===== config.mk =====
export PLATFORM = sky130hd
export DESIGN_NAME = scratchpad_sram_arbiter
export DESIGN_NICKNAME = d
export VERILOG_FILES = /design/src/rtl/scratchpad_sram_arbiter.sv
export SDC_FILE = /design/constraint.sdc
export NUM_CORES = 1
export LEC_CHECK = 0
export CAP_MARGIN = 20
export CORE_ASPECT_RATIO = 1.1
export CORE_UTILIZATION = 32
export DETAILED_ROUTE_END_ITERATION = 10
export PLACE_DENSITY = 0.76
export SLEW_MARGIN = 20
export SYNTH_ARGS = -nofsm -noshare
export SYNTH_HDL_FRONTEND = slang
export SYNTH_SLANG_ARGS = --single-unit
export TNS_END_PERCENT = 30

===== constraint.sdc =====
create_clock -name clk -period 1.3 [get_ports clk]
set_clock_uncertainty 0.15 [all_clocks]
set_input_delay 0.26 -clock clk [delete_from_list [all_inputs] [get_ports clk]]
set_output_delay 0.26 -clock clk [all_outputs]
set_load 0.02 [all_outputs]

===== src/rtl/scratchpad_sram_arbiter.sv =====
// Round-robin arbiter sharing the scratchpad SRAM write/read ports among NUM_REQ requesters.
// Optional: define SCRATCHPAD_ARB_STATS_EN to add a saturating stall_count output.
module scratchpad_sram_arbiter #(
  parameter int NUM_REQ = 2,
  parameter int ADDR_W  = 12,
  parameter int DATA_W  = 16
) (
  input  logic                      clk,
  input  logic                      reset_b,
  input  logic [NUM_REQ-1:0]        req_valid,
  input  logic [NUM_REQ-1:0]        req_write,
  input  logic [NUM_REQ*ADDR_W-1:0] req_addr,
  input  logic [NUM_REQ*DATA_W-1:0] req_wdata,
  output logic [NUM_REQ-1:0]        req_grant,
  output logic [NUM_REQ-1:0]        rsp_valid,
  output logic [DATA_W-1:0]         rsp_data,
  output logic                      scratchpad_sram_write_enable,
  output logic [ADDR_W-1:0]         scratchpad_sram_write_addresss,
  output logic [DATA_W-1:0]         scratchpad_sram_write_data,
  output logic [ADDR_W-1:0]         scratchpad_sram_read_address,
  input  logic [DATA_W-1:0]         scratchpad_sram_read_data
`ifdef SCRATCHPAD_ARB_STATS_EN
  ,
  output logic [15:0]               stall_count
`endif
);

  localparam int PTR_W = (NUM_REQ > 1) ? $clog2(NUM_REQ) : 1;
  localparam int CW    = PTR_W + 1;
  localparam logic [PTR_W-1:0] LAST = PTR_W'(NUM_REQ - 1);

  logic [NUM_REQ-1:0][ADDR_W-1:0] addr_a;
  logic [NUM_REQ-1:0][DATA_W-1:0] wdata_a;

  for (genvar g = 0; g < NUM_REQ; g++) begin : g_lane
    assign addr_a[g]  = req_addr[g*ADDR_W +: ADDR_W];
    assign wdata_a[g] = req_wdata[g*DATA_W +: DATA_W];
  end

  logic [PTR_W-1:0] rr_ptr_q, rr_ptr_d;
  logic [PTR_W-1:0] gnt_idx;
  logic             gnt_any;
  logic [CW-1:0]    cand;

  // Rotating priority: candidates rr_ptr, rr_ptr+1, ... modulo NUM_REQ; first valid wins.
  always_comb begin
    gnt_any = 1'b0;
    gnt_idx = '0;
    cand    = '0;
    for (int k = 0; k < NUM_REQ; k++) begin
      cand = {1'b0, rr_ptr_q} + CW'(k);
      if (cand >= CW'(NUM_REQ)) cand = cand - CW'(NUM_REQ);
      if (!gnt_any && req_valid[cand[PTR_W-1:0]]) begin
        gnt_any = 1'b1;
        gnt_idx = cand[PTR_W-1:0];
      end
    end
  end

  // Grant is forced low while reset is held so no request is consumed during reset.
  always_comb begin
    req_grant = '0;
    if (gnt_any && reset_b) req_grant[gnt_idx] = 1'b1;
  end

  logic              sel_write;
  logic [ADDR_W-1:0] sel_addr;
  logic [DATA_W-1:0] sel_wdata;
  logic              wr_go, rd_go;

  assign sel_write = req_write[gnt_idx];
  assign sel_addr  = addr_a[gnt_idx];
  assign sel_wdata = wdata_a[gnt_idx];
  assign wr_go     = gnt_any & sel_write;
  assign rd_go     = gnt_any & ~sel_write;
  assign rr_ptr_d  = gnt_any ? ((gnt_idx == LAST) ? '0 : gnt_idx + PTR_W'(1)) : rr_ptr_q;

  logic              we_q;
  logic [ADDR_W-1:0] waddr_q, raddr_q;
  logic [DATA_W-1:0] wdata_q;
  logic [2:1]             vld_pipe_q;
  logic [2:1][PTR_W-1:0]  tag_pipe_q;

  // Read tag rides alongside the SRAM access: stage 1 = address presented, stage 2 = data back.
  always_ff @(posedge clk or negedge reset_b) begin
    if (!reset_b) begin
      rr_ptr_q   <= '0;
      we_q       <= 1'b0;
      waddr_q    <= '0;
      wdata_q    <= '0;
      raddr_q    <= '0;
      vld_pipe_q <= '0;
      tag_pipe_q <= '0;
    end else begin
      rr_ptr_q <= rr_ptr_d;
      we_q     <= wr_go;
      if (wr_go) begin
        waddr_q <= sel_addr;
        wdata_q <= sel_wdata;
      end
      if (rd_go) raddr_q <= sel_addr;
      vld_pipe_q    <= {vld_pipe_q[1], rd_go};
      tag_pipe_q[1] <= gnt_idx;
      tag_pipe_q[2] <= tag_pipe_q[1];
    end
  end

  assign scratchpad_sram_write_enable   = we_q;
  assign scratchpad_sram_write_addresss = waddr_q;
  assign scratchpad_sram_write_data     = wdata_q;
  assign scratchpad_sram_read_address   = raddr_q;

  always_comb begin
    rsp_valid = '0;
    rsp_data  = '0;
    if (vld_pipe_q[2]) begin
      rsp_valid[tag_pipe_q[2]] = 1'b1;
      rsp_data                 = scratchpad_sram_read_data;
    end
  end

`ifdef SCRATCHPAD_ARB_STATS_EN
  logic [15:0] stall_cnt_q;
  logic        stall_c;

  assign stall_c = |(req_valid & ~req_grant);

  always_ff @(posedge clk or negedge reset_b) begin
    if (!reset_b)                                stall_cnt_q <= '0;
    else if (stall_c && stall_cnt_q != 16'hFFFF) stall_cnt_q <= stall_cnt_q + 16'd1;
  end

  assign stall_count = stall_cnt_q;
`endif

endmodule

==> flow_metrics.env <==
export IMPL_path_buf_inv=3
export IMPL_clockRootBuffer="clkbuf_8"
export IMPL_syn_num_nets=274
export IMPL_finalCritPeriodShare=1.27
export IMPL_setup_violations=63
export IMPL_final_area_um2=4140
export IMPL_cts_tree="built"
export IMPL_clk_pin_slew_ns=0.09
export IMPL_layoutNonFillerInstCount=440
export IMPL_ys_warn_count=0
export IMPL_nNetsFinal=437
export IMPL_cellPowerDensity_nw_per_um2=1160
export IMPL_postPlaceCellArea_um2=3610
export IMPL_clkLatencyLatePin_ns=0.28
export IMPL_r2r_slack_ns=-0.34
export IMPL_max_stage_delay_ns=0.41
export IMPL_setup_ws_ns=-0.345
export IMPL_path_delay_family="buffers and inverters"
export IMPL_cp_slowest_cell="dfrtp_1"
export IMPL_antenna_found_initial=0
export IMPL_grt_pass1_wl_mm=10.3
export IMPL_utilization=0.669
export IMPL_hpwl_mm=4.71
export IMPL_place_congestion=0.682
export IMPL_grt_max_degree=33
export IMPL_critPathLaunchType="flip-flop"
export IMPL_fp_dieW_um=78.7
export IMPL_maxCapViolCount=0
export IMPL_drt_first_pass_iters=4
export IMPL_dieArea_um2=6790
export IMPL_max_freq_mhz=608
export IMPL_io_pins=139
export IMPL_ys_ff_latch=46
export IMPL_r2r_start="rr_ptr_q"
export IMPL_synth_area_um2=2070
export IMPL_port_buffers=138
export IMPL_crit_fanout=8
export IMPL_cp_cell_sequence="nand2b_4 > buf_8 > a32oi_4 > buf_6 > buf_12 > nand2_1 > o21ai_1"
export IMPL_reg2regPathDepth=7
export IMPL_routedWlPerCell_um=17.6
export IMPL_cts_buffers_inserted=5
export IMPL_grt_overflow=0
export IMPL_rsz0062_at_grt="yes"
export IMPL_end_kind="flip-flop"
export IMPL_path_class="flip-flop to flip-flop"
export IMPL_min_period_ns=1.64
export IMPL_coreArea_um2=6190
export IMPL_hold_path_class="flip-flop to flip-flop"
export IMPL_routed_wl_mm=7.75
export IMPL_vias=2129
export IMPL_reg2reg_to="scratchpad_sram_write_data[12]"
export IMPL_start_util=0.334
export IMPL_fp_dieH_um=86.3
export IMPL_pre_cts_ws_ns=-0.771
export IMPL_area_growth_pct=100
export IMPL_slew_headroom=0.771
export IMPL_violations="negative setup slack"
export IMPL_syn_inst=196
export IMPL_holdPathStages=0
export IMPL_final_hold_viol_count=0
export IMPL_min_to="vld_pipe_q[2]"
export IMPL_htree_levels=2
export IMPL_worstPathArrival_ns=1.71
export IMPL_irDropWorstVdd_v=0.000738
export IMPL_grt_pass1_vias=1980
export IMPL_worst_pin_slew_ns=0.344
export IMPL_viasPerCell=4.84
export IMPL_ys_types=21
export IMPL_drv_slew=0
export IMPL_status="finished, violations left"
export IMPL_syn_area_per_cell_um2=10.6
export IMPL_setup_tns_ns=-17.03
export IMPL_antennaDiodeCount=0
export IMPL_drive_gt1_frac=0.494
export IMPL_drc=0
export IMPL_leakagePower_nw=1.84
export IMPL_drtIter0Drc=111
export IMPL_numClockSinks=46
export IMPL_globalRouteTotalUtil=0.200
export IMPL_ys_seq_area_frac=0.557
export IMPL_dp_cells=416
export IMPL_antenna_left=0
export IMPL_rows=30
export IMPL_clock_path_buffers=2
export IMPL_required_ns=1.37
export IMPL_hp_start="vld_pipe_q[1]"
[placed cells by master, fill, tap and decap left out, types with 2 or more instances in the layout]
cell,n
nand2_1,5
buf_12,3
clkbuf_8,5
o21ai_2,9
inv_1,3
nand2_2,11
dfrtp_1,45
and2_4,15
a32o_4,2
a21oi_2,11
o21ai_1,7
mux2i_4,9
buf_2,38
and2_1,3
clkbuf_16,2
a21oi_1,13
buf_6,32
mux2i_1,14
clkdlybuf4s50_1,74
nor2_2,10
mux2i_2,5
buf_16,2
nor2_1,13
buf_4,10
dlygate4sd2_1,2
[what timing repair did]
item                                   CTS  global route
endpoints found under the hold margin   46             0
gates resized for setup                331            72
cloned                                   5             5
setup buffers                            2             3
hold buffers                             1             0
pin swaps                               18            21
setup endpoints to repair              104            64
[synthesized netlist by cell type]
cell      number  area, µm²
nand2_1       17       63.8
buf_2          4       20.0
o21ai_0        8       40.0
o21ai_1        9       45.0
and3_1         1       6.26
clkbuf_2       1       5.00
a21oi_1       24        120
dfrtp_1       46       1150
clkbuf_1       1       3.75
nand2b_4       1       13.8
and2_1        18        113
nor2b_1        1       6.26
buf_6          4       45.0
a32oi_2        1       16.3
a21boi_2       1       11.3
a32o_2         1       11.3
nor2_1        24       90.1
inv_1          4       15.0
mux2i_1       28        280
inv_2          1       3.75
buf_4          1       7.51
[report_power, final]
group / total [mW] / leakage, nW / switching, mW / internal (mW)
sequential: 1.87 / 0.534 / 0.172 / 1.70
combinational: 2.10 / 1.26 / 1.09 / 1.01
clock: 0.838 / 0.0452 / 0.459 / 0.380
total: 4.81 / 1.84 / 1.72 / 3.09
[state kept, by name, summed over array words and instances (netlist names)]
signal and cells:
scratchpad_sram_write_data 16, scratchpad_sram_read_address 12, scratchpad_sram_write_addresss 12, tag_pipe_q 2, vld_pipe_q 2, rr_ptr_q 1, scratchpad_sram_write_enable 1
[cells by family (layout without fill, tap and decap cells)]
| kind of cell | count (synthesis) | count (layout) | share of synthesized area |
|---|---|---|---|
| AOI/OAI and AO/OA | 44 | 46 | 0.118 |
| and+or+nand+nor | 62 | 62 | 0.142 |
| buffers and inverters | 16 | 178 | 0.0484 |
| muxes | 28 | 28 | 0.136 |
| DFF | 46 | 46 | 0.557 |
[routing by layer]
metal	wire [µm]	track usage	part of all wire
met1	3000	0.229	0.39
met3	578	0.0653	0.075
met5	0	0	0
met2	4070	0.360	0.53
met4	97	0.0438	0.013
[stage by stage]
step                      hold slack, ns  total power, mW
after floorplan                   -0.186             2.70
after global placement             0.146             3.70
after detailed placement           0.151             3.73
after CTS                          0.212             4.53
after global routing               0.214             5.07
final                              0.207             4.81
[worst max path at each step]
| stage | from | endpoint | slack (ns) | cells past startpoint |
|---|---|---|---|---|
| after floorplan | rr_ptr_q | scratchpad_sram_write_data[11] | -0.11 | 6 |
| after global placement | req_valid[0] | req_grant[0] | -0.79 | 4 |
| after detailed placement | req_valid[0] | req_grant[0] | -0.77 | 4 |
| after CTS | rr_ptr_q | scratchpad_sram_read_address[11] | -0.28 | 6 |
| after global routing | rr_ptr_q | scratchpad_sram_write_data[12] | -0.38 | 7 |
| final | rr_ptr_q | scratchpad_sram_write_data[12] | -0.34 | 7 |
[layout make-up]
type / count / area (µm²)
clock buffer: 6 / 72.6
clock inverter: 2 / 13.8
fill: 494 / 2050
inverter: 5 / 26.3
multi-input combinational: 136 / 1200
sequential: 46 / 1150
tap: 80 / 100
timing repair buffer: 165 / 1570
[worst register-to-register path: stages, from the launching register on]
cell,delay [ns]
dfrtp_1,0.41
nand2b_4,0.16
buf_8,0.14
a32oi_4,0.26
buf_6,0.18
buf_12,0.13
nand2_1,0.06
o21ai_1,0.09
(Power assumes the default switching activity.)
